File: config.mk
export PLATFORM = sky130hd
export DESIGN_NAME = bus_xfer_ctrl
export DESIGN_NICKNAME = d
export VERILOG_FILES = /design/src/rtl/bus_xfer_pkg.sv /design/src/rtl/onehot_dec.sv /design/src/rtl/bus_xfer_ctrl.sv
export SDC_FILE = /design/constraint.sdc
export NUM_CORES = 1
export LEC_CHECK = 0
export CORE_UTILIZATION = 49
export CTS_CLUSTER_SIZE = 10
export DETAILED_ROUTE_END_ITERATION = 7
export PLACE_DENSITY = 0.82
export SLEW_MARGIN = 0
export SYNTH_ARGS = -nofsm -noshare
export SYNTH_HDL_FRONTEND = slang
export SYNTH_HIERARCHICAL = 1
export SYNTH_SLANG_ARGS = --single-unit
export TNS_END_PERCENT = 5
File: constraint.sdc
create_clock -name clk -period 3.19 [get_ports clk]
set_input_delay 0.957 -clock clk [delete_from_list [all_inputs] [get_ports clk]]
set_output_delay 0.957 -clock clk [all_outputs]
set_load 0.01 [all_outputs]
File: src/rtl/bus_xfer_pkg.sv
// Shared encodings for the tristate-bus transfer controller: opcodes, FSM states
// and the agent-index width helper.
package bus_xfer_pkg;

   localparam logic [1:0] OP_MOV = 2'b00;
   localparam logic [1:0] OP_LDI = 2'b01;
   localparam logic [1:0] OP_CLR = 2'b10;
   localparam logic [1:0] OP_NOP = 2'b11;

   typedef enum logic [2:0] {
      ST_IDLE,
      ST_DRIVE,
      ST_LATCH,
      ST_IMM,
      ST_CLR,
      ST_TURN
   } state_t;

   // Index width for n agents; never narrower than one bit.
   function automatic int idx_w(input int n);
      return (n <= 2) ? 1 : $clog2(n);
   endfunction

endpackage

File: src/rtl/onehot_dec.sv
// Index to one-hot decoder with enable; an out-of-range index yields all zeros.
module onehot_dec #(
   parameter int N  = 4,
   parameter int AW = 2
) (
   input  logic [AW-1:0] idx,
   input  logic          en,
   output logic [N-1:0]  onehot
);

   always_comb begin
      onehot = '0;
      for (int i = 0; i < N; i++) begin
         if (en && (idx == AW'(i))) onehot[i] = 1'b1;
      end
   end

endmodule

File: src/rtl/bus_xfer_ctrl.sv
// Bus transfer initiator: accepts one MOV/LDI/CLR/NOP command at a time and
// sequences the registered drive/load/clear strobes with a turnaround cycle.
module bus_xfer_ctrl
   import bus_xfer_pkg::*;
#(
   parameter  int N_AGENTS = 4,
   parameter  int DW       = 4,
   localparam int AW       = idx_w(N_AGENTS)
) (
   input  logic                clk,
   input  logic                grst,
   input  logic                req_valid,
   output logic                req_ready,
   input  logic [1:0]          req_op,
   input  logic [AW-1:0]       req_src,
   input  logic [AW-1:0]       req_dst,
   output logic [N_AGENTS-1:0] ws,
   output logic [N_AGENTS-1:0] rs_bus,
   output logic [N_AGENTS-1:0] rs_imm,
   output logic [N_AGENTS-1:0] lrst,
   input  logic [DW-1:0]       bus,
   output logic [DW-1:0]       xfer_data,
   output logic                done,
   output logic                err
);

   state_t        state;
   logic [AW-1:0] src_q;
   logic [AW-1:0] dst_q;

   logic          accept;
   logic          src_ok;
   logic          dst_ok;
   logic          mov_ok;
   logic          cmd_err;
   logic [AW-1:0] ws_idx;
   logic          ws_en;
   logic          rs_bus_en;
   logic          rs_imm_en;
   logic          lrst_en;

   logic [N_AGENTS-1:0] ws_nx;
   logic [N_AGENTS-1:0] rs_bus_nx;
   logic [N_AGENTS-1:0] rs_imm_nx;
   logic [N_AGENTS-1:0] lrst_nx;

   function automatic logic in_range(input logic [AW-1:0] idx);
      return int'(idx) < N_AGENTS;
   endfunction

   assign accept  = req_valid && req_ready && (state == ST_IDLE);
   assign src_ok  = in_range(req_src);
   assign dst_ok  = in_range(req_dst);
   assign mov_ok  = (req_op == OP_MOV) && src_ok && dst_ok && (req_src != req_dst);
   assign cmd_err = ((req_op == OP_MOV) && !mov_ok) ||
                    (((req_op == OP_LDI) || (req_op == OP_CLR)) && !dst_ok);

   // Strobes are decoded one cycle ahead and registered, so each enable below
   // describes what the outputs must show in the state being entered.
   assign ws_idx    = (state == ST_IDLE) ? req_src : src_q;
   assign ws_en     = (accept && mov_ok) || (state == ST_DRIVE);
   assign rs_bus_en = (state == ST_DRIVE);
   assign rs_imm_en = accept && (req_op == OP_LDI) && dst_ok;
   assign lrst_en   = accept && (req_op == OP_CLR) && dst_ok;

   onehot_dec #(.N(N_AGENTS), .AW(AW)) u_dec_ws (
      .idx    (ws_idx),
      .en     (ws_en),
      .onehot (ws_nx)
   );

   onehot_dec #(.N(N_AGENTS), .AW(AW)) u_dec_rs_bus (
      .idx    (dst_q),
      .en     (rs_bus_en),
      .onehot (rs_bus_nx)
   );

   onehot_dec #(.N(N_AGENTS), .AW(AW)) u_dec_rs_imm (
      .idx    (req_dst),
      .en     (rs_imm_en),
      .onehot (rs_imm_nx)
   );

   onehot_dec #(.N(N_AGENTS), .AW(AW)) u_dec_lrst (
      .idx    (req_dst),
      .en     (lrst_en),
      .onehot (lrst_nx)
   );

   always_ff @(posedge clk) begin
      if (grst) begin
         state     <= ST_IDLE;
         req_ready <= 1'b1;
         src_q     <= '0;
         dst_q     <= '0;
         ws        <= '0;
         rs_bus    <= '0;
         rs_imm    <= '0;
         lrst      <= '0;
         xfer_data <= '0;
         done      <= 1'b0;
         err       <= 1'b0;
      end else begin
         ws     <= ws_nx;
         rs_bus <= rs_bus_nx;
         rs_imm <= rs_imm_nx;
         lrst   <= lrst_nx;
         done   <= 1'b0;
         err    <= 1'b0;
         case (state)
            ST_IDLE: begin
               if (accept) begin
                  src_q     <= req_src;
                  dst_q     <= req_dst;
                  req_ready <= 1'b0;
                  if (cmd_err) begin
                     state <= ST_TURN;
                     done  <= 1'b1;
                     err   <= 1'b1;
                  end else begin
                     case (req_op)
                        OP_MOV:  state <= ST_DRIVE;
                        OP_LDI:  state <= ST_IMM;
                        OP_CLR:  state <= ST_CLR;
                        default: begin
                           state <= ST_TURN;
                           done  <= 1'b1;
                        end
                     endcase
                  end
               end
            end
            ST_DRIVE: state <= ST_LATCH;
            ST_LATCH: begin
               // Source has driven for a full cycle; capture alongside the destination.
               xfer_data <= bus;
               state     <= ST_TURN;
               done      <= 1'b1;
            end
            ST_IMM, ST_CLR: begin
               state <= ST_TURN;
               done  <= 1'b1;
            end
            ST_TURN: begin
               state     <= ST_IDLE;
               req_ready <= 1'b1;
            end
            default: begin
               state     <= ST_IDLE;
               req_ready <= 1'b1;
            end
         endcase
      end
   end

endmodule

After elaboration in Yosys (flattened, before gate mapping)
Cells that the tools add are included.
{"block": "word_totals", "out_inout_bits": 23, "wordCells": 95, "reg_bits": 30, "in_bits": 13}
{"block": "op_classes", "n_reduce_logical": 36, "bitwise": 3, "n_eq_ne": 17, "n_mux": 28}
{"operator": "logical AND 1 bit", "n": 23}
{"operator": "2-to-1 mux 1 bit", "n": 21}
{"operator": "one-hot mux 3 bit (3 select lines)", "n": 2}
{"operator": "== test 2 bit (second input constant)", "n": 7}
{"operator": "OR reduction 3 bit", "n": 3}
{"operator": "== test 2 x 1 -> 1 bit (second input constant)", "n": 4}
{"operator": "logical NOT 2 bit", "n": 4}
{"operator": "== test 3 x 2 -> 1 bit (second input constant)", "n": 2}
{"operator": "2-to-1 mux 3 bit", "n": 2}
{"operator": "one-hot mux 1 bit (2 select lines)", "n": 2}
{"operator": "AND reduction 2 bit", "n": 2}
{"operator": "OR reduction 4 bit", "n": 1}
{"operator": "== test 3 x 1 -> 1 bit (second input constant)", "n": 1}
{"operator": "== test 3 bit (second input constant)", "n": 1}
{"operator": "logical NOT 3 bit", "n": 1}
{"operator": "NOT 1 bit", "n": 3}
{"operator": "2-to-1 mux 2 bit", "n": 1}
{"operator": "!= test 2 bit", "n": 1}
{"operator": "!= test 2 bit (second input constant)", "n": 1}
{"operator": "logical NOT 1 bit", "n": 1}
{"operator": "logical OR 1 bit", "n": 1}

Longest topological paths before layout
Gate-level depths: netlist of the first run.
{"block": "depth", "ltp_word": 7, "mapped_depth": 6, "ltp_nobuf": 5}

Cells and area by module
The synthesis of the first run kept the hierarchy.
{"module": "bus_xfer_ctrl", "area_each_um2": 1101.1, "cells_each": 104, "n_inst": 1, "seq_area_each_um2": 600.6}
{"module": "onehot_dec", "area_each_um2": 37.5, "cells_each": 4, "n_inst": 4, "seq_area_each_um2": 0.0}

Worst setup path before layout of the first run
No wires, ideal clock.
{"block": "synth_timing", "path_type": "in2reg", "from": "input port req_src[1]", "to": "register done", "arrival_ps": 1743, "required_time_ps": 3116, "cell_stages": 4, "n_path_buf": 0, "setup_slack_ps": 1373, "setup_ps": 74, "cell_sequence": "xor2_1 > or3_4 > nand2b_1 > a31oi_1"}
{"block": "synth_via", "elab_chain_len": 7}
{"element": "from (decl)", "line_no": "bus_xfer_ctrl.sv:15", "source": "input logic [AW-1:0] req_src,"}
{"element": "!= test 2 bit", "line_no": "bus_xfer_ctrl.sv:54", "source": "assign mov_ok = (req_op == OP_MOV) && src_ok && dst_ok && (req_src != req_dst);"}
{"element": "logical AND 1 bit", "line_no": "bus_xfer_ctrl.sv:54"}
{"element": "logical NOT 1 bit", "line_no": "bus_xfer_ctrl.sv:55", "source": "assign cmd_err = ((req_op == OP_MOV) && !mov_ok) ||"}
{"element": "logical AND 1 bit", "line_no": "bus_xfer_ctrl.sv:55"}
{"element": "2-to-1 mux 1 bit", "line_no": "bus_xfer_ctrl.sv:116", "source": "if (cmd_err) begin"}
{"element": "2-to-1 mux 1 bit", "line_no": "bus_xfer_ctrl.sv:112", "source": "if (accept) begin"}
{"element": "one-hot mux 1 bit (2 select lines)", "line_no": "bus_xfer_ctrl.sv:110", "source": "case (state)"}
{"element": "to (signal assigned)", "line_no": "bus_xfer_ctrl.sv:108", "source": "done <= 1'b0;"}
{"element": "to (signal assigned)", "line_no": "bus_xfer_ctrl.sv:118", "source": "done <= 1'b1;"}
{"element": "to (signal assigned)", "line_no": "bus_xfer_ctrl.sv:127", "source": "done <= 1'b1;"}
{"element": "to (decl)", "line_no": "bus_xfer_ctrl.sv:23", "source": "output logic done,"}
No other way between the ends.
A chain may end at the register's enable or synchronous reset.

Final worst setup path of the first run
{"block": "layout_timing", "from": "input port req_dst[0]", "to": "register ws[0]"}
{"block": "layout_via", "elab_chain_len": 6}
{"element": "from (decl)", "line_no": "bus_xfer_ctrl.sv:16", "source": "input logic [AW-1:0] req_dst,"}
{"element": "!= test 2 bit", "line_no": "bus_xfer_ctrl.sv:54"}
{"element": "logical AND 1 bit", "line_no": "bus_xfer_ctrl.sv:54"}
{"element": "logical AND 1 bit", "line_no": "bus_xfer_ctrl.sv:61", "source": "assign ws_en = (accept && mov_ok) || (state == ST_DRIVE);"}
{"element": "logical OR 1 bit", "line_no": "bus_xfer_ctrl.sv:61"}
{"element": "named net ws_en", "line_no": "bus_xfer_ctrl.sv:37", "source": "logic ws_en;"}
{"element": "logical AND 1 bit", "line_no": "onehot_dec.sv:14", "source": "if (en && (idx == AW'(i))) onehot[i] = 1'b1;"}
{"element": "2-to-1 mux 1 bit", "line_no": "onehot_dec.sv:14"}
{"element": "named net ws_nx[0]", "line_no": "bus_xfer_ctrl.sv:42", "source": "logic [N_AGENTS-1:0] ws_nx;"}
{"element": "to (signal assigned)", "line_no": "bus_xfer_ctrl.sv:104", "source": "ws <= ws_nx;"}
{"element": "to (decl)", "line_no": "bus_xfer_ctrl.sv:17", "source": "output logic [N_AGENTS-1:0] ws,"}
The timed path passes the listed nets, and every way through them passes these cells.

==> run metrics, run 1 <==
Final Hold Viols 0; Rel. slew slack 71.7%; Synthesized Nets 133; Syn Inst Count 120; Yosys warnings 6; startpoint types input port; post-DR wirelength/cell 12.8 um; Synth-to-Final Area Change 32.2%; Die Ht 52.5 um; WL final 2380 um; reg2reg path depth 5; total power 0.792 mW; setup violators final 0; Cell Area, Synth 1250 sq um; async set-reset flop share out of synthesis 0%; crit share post-route 74.7%; Post-CTS Setup Repair Bufs 0; crit path max-delay cell type clkdlybuf4s50_1; CORE AREA 2320 sq um; Worst setup EP type register; die width 52.5 um; worst-path cell chain clkdlybuf4s50_1 > xor2_1 > nor2_1 > o41ai_2 > nor3b_2 > nor2b_1; FF+latch area 601 sq um; I/O Buffers 35; CP Class input port to register; fin crit period 2.38 ns; Initial DRT Pass Iterations 2; Worst EP required 3.44 ns; gr usage total 19.7%; Least-Margin Pin Slew 0.422 ns; vias per cell 5.09; arrival time worst endpoint 2.64 ns; first-pass GRT wire length 3800 um; Ports 36; RSZ-0062 raised after global routing no; Reg power frac 53.8%; Hold Path Depth 2; gpl congestion 0.778; hold buffers post-CTS 0; Setup TNS 0 ns; Avg Inst Size Synth 10.4 sq um; switching share of power 27.7%; antenna cells 0; Skew-Pair Late Insertion Delay 0.31 ns; P_int 0.572 mW; P_leak 0.680 nW; Post-synth EDFFs 0; Slowest Stage Delay on Critical Path 0.68 ns; initial antenna violation count 0; Hold Path Class register to register; Clock Tree Root clkbuf_4; Initial Utilization 54.0%; CP Max Fanout 10; fin nets 170; Worst-path clk slew 0.08 ns; share of cells above drive strength 1 13.4%; Synth cell types 30; Yosys reg bits 30; fillcell total 186; max-slew violations 0; die area 2760 sq um; TritonCTS buffer count 5; DP HPWL 1790 um; Remaining DRCs 0; commonest non-fill, non-tap cell in the layout clkdlybuf4s50_1; PD cells 479 nW/um^2; Remaining Overflow, GRT 0; # resized after CTS 0; max cap viols 0; row count 17; routed vias 941; sequential area share after synthesis 48.0%; logic gate share of total power 21.4%; IR drop worst, VDD 0.353 mV; Sw Pwr 0.220 mW; Max Buffers Root-to-Sink 2; most frequent cells in the layout clkdlybuf4s50_1, dfxtp_1, nor2b_1; Most used DFF post-synth dfxtp_1; number of DRC markers in iteration 0 14; largest net degree at the start of global routing 22; Worst Skew 0.00435 ns; number of global-route vias before repair 893; Multi-input gate area 608 sq um; CTS tree yes; Max Clock Freq 420 MHz; CTS Sinks 30; outcome finished, final reports clean; Max H-tree Level 2; clock share of power 24.8%; antenna viol nets, final 0
registers in the layout, summed over array words and instances, names as in the netlist:
signal     count
done           1
dst_q          2
err            1
lrst           4
req_ready      1
rs_bus         4
rs_imm         4
src_q          2
state          3
ws             4
xfer_data      4
through the flow:
stage,std cells,cell area [sq um],hold WS (ns),worst slack (ns),utilization [%]
2_1_floorplan,120,1250,0.459,1.37,-
3_3_place_gp,178,1610,0.474,0.616,69.4
3_5_place_dp,178,1610,0.488,0.500,69.4
4_1_cts,185,1650,0.510,0.805,71.3
5_1_grt,185,1650,0.549,0.706,71.3
6_report,185,1650,0.505,0.807,71.3
worst paths after layout:
path	slack [ns]	endpoint	from
min reg2reg	0.50	xfer_data[2]	xfer_data[2]
max	0.81	ws[0]	req_dst[0]
min	0.50	xfer_data[2]	xfer_data[2]
max reg2reg	1.45	ws[0]	state[2]
critical path, delay by kind of cell:
family	cells	cell delay, ns
buf+inv	1	0.68
compound gates	1	0.33
xor+xnor	1	0.23
simple gates	3	0.42
cell families (layout without fill, tap and decap cells):
family	after synthesis	in the layout	synth area share (%)
compound gates	11	11	6.30
xor+xnor	2	2	1.40
buf+inv	8	45	3.40
flops	30	30	48.0
mux	10	10	8.20
simple gates	59	59	32.7
power by group through the flow:
stage	Clock (mW)	Combinational, mW	Sequential (mW)
finish	0.196	0.170	0.426
detailed placement	0	0.170	0.435
global placement	0	0.165	0.434
floorplan	0	0.120	0.425
CTS	0.207	0.171	0.426
global route	0.221	0.186	0.430
Yosys cell counts, types with 2 or more instances:
cell type / count / area (sq um)
dfxtp_1: 30 / 601
nor2b_1: 16 / 100
nor2_1: 14 / 52.6
and3b_1: 8 / 70.1
mux2i_1: 8 / 80.1
nor3b_2: 5 / 62.6
and3_2: 4 / 30.0
a21oi_1: 3 / 15.0
a31oi_1: 3 / 18.8
nand2_1: 3 / 11.3
clkbuf_1: 2 / 7.51
inv_1: 2 / 7.51
mux2_2: 2 / 22.5
nand2b_1: 2 / 12.5
nor4_1: 2 / 12.5
xor2_1: 2 / 17.5
final cells by class:
cell class / instances / share of cell area (%)
clock buffer: 7 / 2.72
sequential: 30 / 36.3
multi-input combinational: 82 / 36.8
timing repair buffer: 36 / 21.6
inverter: 2 / 0.454
tap: 28 / 2.12
per-layer routing:
layer  wire length [um]  vias to the layer above  global-route usage, %  part of all wire (%)
met4                 31                        0                   10.5                   1.3
met5                  0                        -                      0                     0
met2               1140                       22                   31.4                    48
met3                 81                        4                   6.09                   3.4
li1                   -                      486                      -                     -
met1               1120                      429                   23.4                    47
Note: power is estimated with default switching activity, not from simulation.
==> inputs of run 2 (changes only) <==
--- a/config.mk
+++ b/config.mk
@@ -5,10 +5,10 @@
 export SDC_FILE = /design/constraint.sdc
 export NUM_CORES = 1
 export LEC_CHECK = 0
-export CORE_UTILIZATION = 49
+export CORE_UTILIZATION = 41
 export CTS_CLUSTER_SIZE = 10
 export DETAILED_ROUTE_END_ITERATION = 7
-export PLACE_DENSITY = 0.82
+export PLACE_DENSITY = 0.73
 export SLEW_MARGIN = 0
 export SYNTH_ARGS = -nofsm -noshare
 export SYNTH_HDL_FRONTEND = slang
==> constraint.sdc (replaced) <==
create_clock -name clk -period 2.1 [get_ports clk]
set_input_delay 0.63 -clock clk [delete_from_list [all_inputs] [get_ports clk]]
set_output_delay 0.63 -clock clk [all_outputs]
set_load 0.01 [all_outputs]
==> run 2 against run 1 <==
Net effect: register-to-register slack lost 1.0 ns; sequential power increased by 52%; the flow now finishes with violations (design-rule violations); critical path type is now register to output pin; global-route usage is 2.7 points lower; final area increased by 3.7%; clock power increased by 81%; combinational power up 58%; first-iteration DRC count increased by 110%; utilization shrank 11 points; flip-flop and latch count did not move.
==> run metrics, run 2 (synthesis gave the netlist of run 1 again) <==
Multi-input gate area 608 sq um; routed vias 961; post-DR wirelength/cell 12.6 um; PD cells 742 nW/um^2; Worst EP required 1.47 ns; max-slew violations 0; largest net degree at the start of global routing 19; fin util 60.6%; initial antenna violation count 0; fin crit period 1.94 ns; Final Hold Viols 0; crit-path leading delay family buffers and inverters; Synth-to-Final Area Change 37.1%; CORE AREA 2830 sq um; first-pass GRT wire length 4110 um; setup violators final 0; failing checks design-rule violations; Max H-tree Level 2; Worst Skew 0.00388 ns; total power 1.27 mW; reg2reg path depth 5; die width 57.2 um; worst r2r src state[2]; Max Buffers Root-to-Sink 2; vias per cell 4.95; IR drop worst, VDD 0.445 mV; Remaining Overflow, GRT 0; P_leak 0.713 nW; fin area 1720 sq um; CTS Sinks 30; commonest non-fill, non-tap cell in the layout clkdlybuf4s50_1; number of global-route vias before repair 908; I/O Buffers 35; Die Ht 57.2 um; Worst setup EP type output pin; Initial DRT Pass Iterations 7; most frequent cells in the layout clkdlybuf4s50_1, dfxtp_1, nor2b_1; FF+latch area 602 sq um; count of buffer and inverter cells on the critical path 1; outcome complete, but fails checks; Rel. slew slack 70.8%; Worst-path clk slew 0.09 ns; Clock Tree Root clkbuf_4; worst-path cell chain clkdlybuf4s50_1; Hold WS 0.505 ns; crit path max-delay cell type clkdlybuf4s50_1; DP HPWL 1880 um; WL final 2450 um; gr usage total 17.0%; CTS tree yes; TritonCTS buffer count 5; pre-CTS WS -0.0843 ns; Skew-Pair Late Insertion Delay 0.32 ns; startpoint types register; Hold Path Depth 2; crit share post-route 92.2%; share of cells above drive strength 1 18.4%; min-delay src xfer_data[1]; number of cells on the critical path 1; critical path startpoint req_ready; number of DRC markers in iteration 0 29; RSZ-0062 raised after global routing no; row count 19; fillcell total 250; Remaining DRCs 3; CP Max Fanout 7; fin nets 175; antenna viol nets, final 0; Least-Margin Pin Slew 0.437 ns; Post-DP Area 1650 sq um; Hold Path Class register to register; antenna cells 0; Ports 36; Slowest Stage Delay on Critical Path 0.56 ns; max cap viols 0; Initial Utilization 44.2%; gpl congestion 0.854; Max Clock Freq 516 MHz; die area 3280 sq um; Worst Setup Slack, final 0.163 ns; CP Class register to output pin; arrival time worst endpoint 1.31 ns
run 2: changes by cell type in the layout (fill, tap and decap cells not counted):
cell        previous run  this run
dfxtp_2                0         1
clkbuf_8               0         1
clkinv_2               0         1
buf_4                  1         6
dfxtp_1               30        29
clkinvlp_4             0         1
clkbuf_1               2         0
run 2: per-layer routing:
metal | vias to the layer above | track usage [%] | wire [um]
li1 | 494 | - | -
met1 | 431 | 19.7 | 1070
met2 | 29 | 27.2 | 1150
met3 | 7 | 7.71 | 173
met4 | 0 | 7.32 | 49
met5 | - | 0 | 0
run 2: timing repair:
action,4_1_cts,5_1_grt
resized for setup,0,1
setup buffers,0,0
endpoints found under the setup margin,0,1
hold buffers,0,0
run 2: area by class of cell:
type / instances / area share [%]
Clock buffer: 6 / 2.99
Clock inverter: 2 / 0.729
Inverter: 2 / 0.438
Multi-Input combinational cell: 82 / 35.4
Sequential cell: 30 / 35.1
Tap cell: 31 / 2.26
Timing Repair Buffer: 41 / 23.0
run 2: per-stage QoR:
step                TNS [ns]  cells
finish                     0    194
global route               0    194
CTS                        0    194
detailed placement    -0.282    186
global placement    -0.00825    186
floorplan                  0    120
run 2: final timing paths:
kind,endpoint,slack [ns]
hold reg to reg,xfer_data[1],0.51
hold / removal,xfer_data[1],0.51
setup reg to reg,ws[0],0.43
setup / recovery,req_ready,0.16
run 2: where the power goes:
group | internal (mW) | switching (mW) | leakage (nW)
Combinational | 0.149 | 0.120 | 0.435
Sequential | 0.605 | 0.0438 | 0.243
Clock | 0.161 | 0.194 | 0.0343
Total | 0.915 | 0.357 | 0.713
==> inputs of run 3 (changes only) <==
--- a/config.mk
+++ b/config.mk
@@ -5,10 +5,13 @@
 export SDC_FILE = /design/constraint.sdc
 export NUM_CORES = 1
 export LEC_CHECK = 0
-export CORE_UTILIZATION = 41
+export CELL_PAD_IN_SITES_DETAIL_PLACEMENT = 1
+export CELL_PAD_IN_SITES_GLOBAL_PLACEMENT = 1
+export CORE_UTILIZATION = 31
 export CTS_CLUSTER_SIZE = 10
 export DETAILED_ROUTE_END_ITERATION = 7
 export PLACE_DENSITY = 0.73
+export REMOVE_ABC_BUFFERS = 1
 export SLEW_MARGIN = 0
 export SYNTH_ARGS = -nofsm -noshare
 export SYNTH_HDL_FRONTEND = slang
==> run 3 against run 2 <==
Net effect: the flow now finishes without violations; routed wire length up 20%; maximum frequency down 2.1%; clock power up 35%; non-clock buffer count is 3 higher; highest routed layer unchanged.
==> run metrics, run 3 (synthesis gave the netlist of run 1 again) <==
outcome finished, final reports clean; worst-path cell chain clkdlybuf4s50_1; startpoint types register; Rel. slew slack 69.6%; DP HPWL 2200 um; TritonCTS buffer count 5; r2r setup slk 0.42 ns; total power 1.41 mW; CORE AREA 3770 sq um; Die Ht 65.5 um; fin crit period 1.98 ns; Worst EP required 1.47 ns; die width 65.5 um; Remaining Overflow, GRT 0; gr usage total 15.4%; crit share post-route 94.2%; CTS tree yes; max cap viols 0; worst r2r src state[2]; RSZ-0062 raised after global routing no; CTS Sinks 30; CP Class register to output pin; Max Buffers Root-to-Sink 2; Initial DRT Pass Iterations 4; Slowest Stage Delay on Critical Path 0.59 ns; fin nets 178; Final Hold Viols 0; crit-path leading delay family buffers and inverters; crit path max-delay cell type clkdlybuf4s50_1; CP Max Fanout 7; Hold Path Class register to register; Hold WS 0.498 ns; antenna viol nets, final 0; commonest non-fill, non-tap cell in the layout clkdlybuf4s50_1; WL final 2930 um; hold buffers post-CTS 0; antenna cells 0; Hold EP xfer_data[2]; Clock Tree Root clkbuf_8; Reg power frac 46.0%; Setup TNS 0 ns; count of buffer and inverter cells on the critical path 1; Ports 36; I/O Buffers 35; row count 22; P_leak 0.742 nW; Max H-tree Level 2; first-pass GRT wire length 4970 um; PD cells 790 nW/um^2; pre-CTS WS -0.0819 ns; Skew-Pair Late Insertion Delay 0.28 ns; post-DR wirelength/cell 13.7 um; number of DRC markers in iteration 0 9; Worst setup EP type output pin; fin util 47.3%; most frequent cells in the layout clkdlybuf4s50_1, dfxtp_1, nor2b_1; setup violators final 0; logic gate share of total power 20.1%; die area 4290 sq um; gpl congestion 0.773; largest net degree at the start of global routing 21; arrival time worst endpoint 1.35 ns; max-slew violations 0; Synth-to-Final Area Change 42.7%; Worst Skew 0.00666 ns; Critical R2R Capture ws[2]; reg2reg path depth 5; vias per cell 4.82; clock share of power 33.9%; switching share of power 27.4%; # resized after CTS 0; Sw Pwr 0.387 mW; Remaining DRCs 0; Hold Path Depth 2; routed vias 1,031; min-delay src xfer_data[2]; Initial Utilization 33.2%; Max Clock Freq 506 MHz; IR drop worst, VDD 0.318 mV; number of global-route vias before repair 1,031; share of cells above drive strength 1 18.7%; Least-Margin Pin Slew 0.454 ns; initial antenna violation count 0; Post-CTS Setup Repair Bufs 0; P_int 1.02 mW; Worst Setup Slack, final 0.122 ns; Worst-path clk slew 0.06 ns
run 3: cell count changes in the layout (fill, tap and decap cells not counted), sizes merged:
cell      change
clkinvlp      -1
buf           +3
clkbuf        +1
run 3: area by class of cell:
class / instances / area (sq um)
multi-input combinational: 82 / 608
timing repair buffer: 44 / 418
fill: 429 / 1990
clock buffer: 7 / 86.3
sequential: 30 / 601
tap: 48 / 60.1
clock inverter: 1 / 5.00
inverter: 2 / 7.51
run 3: per-stage QoR:
| step | instances | cell area, sq um |
|---|---|---|
| 5_1_grt | 214 | 1790 |
| 2_1_floorplan | 114 | 1220 |
| 3_5_place_dp | 206 | 1690 |
| 4_1_cts | 214 | 1790 |
| 3_3_place_gp | 206 | 1690 |
| 6_report | 214 | 1790 |
run 3: worst max-delay path by stage:
| stage | from | end | slack [ns] | depth (start not counted) |
|---|---|---|---|---|
| 2_1_floorplan | state[2] | ws[0] | 0.58 | 5 |
| 3_3_place_gp | req_valid | rs_imm[3] | -0.02 | 6 |
| 3_5_place_dp | req_src[0] | ws[0] | -0.08 | 6 |
| 4_1_cts | req_ready | req_ready | 0.12 | 1 |
| 5_1_grt | req_ready | req_ready | 0.04 | 1 |
| 6_report | req_ready | req_ready | 0.12 | 1 |
run 3: power groups by stage:
| stage | combinational [mW] | sequential [mW] | clock, mW |
|---|---|---|---|
| CTS | 0.286 | 0.649 | 0.492 |
| global route | 0.309 | 0.656 | 0.530 |
| detailed placement | 0.284 | 0.661 | 0 |
| global placement | 0.274 | 0.659 | 0 |
| floorplan | 0.147 | 0.662 | 0 |
| finish | 0.283 | 0.649 | 0.478 |
run 3: layer usage:
metal,global-route usage (%),wire (um),up-vias
met5,0,0,-
met4,5.71,59,0
met3,5.73,222,11
met2,25.3,1370,40
met1,18.2,1280,479
li1,-,-,501
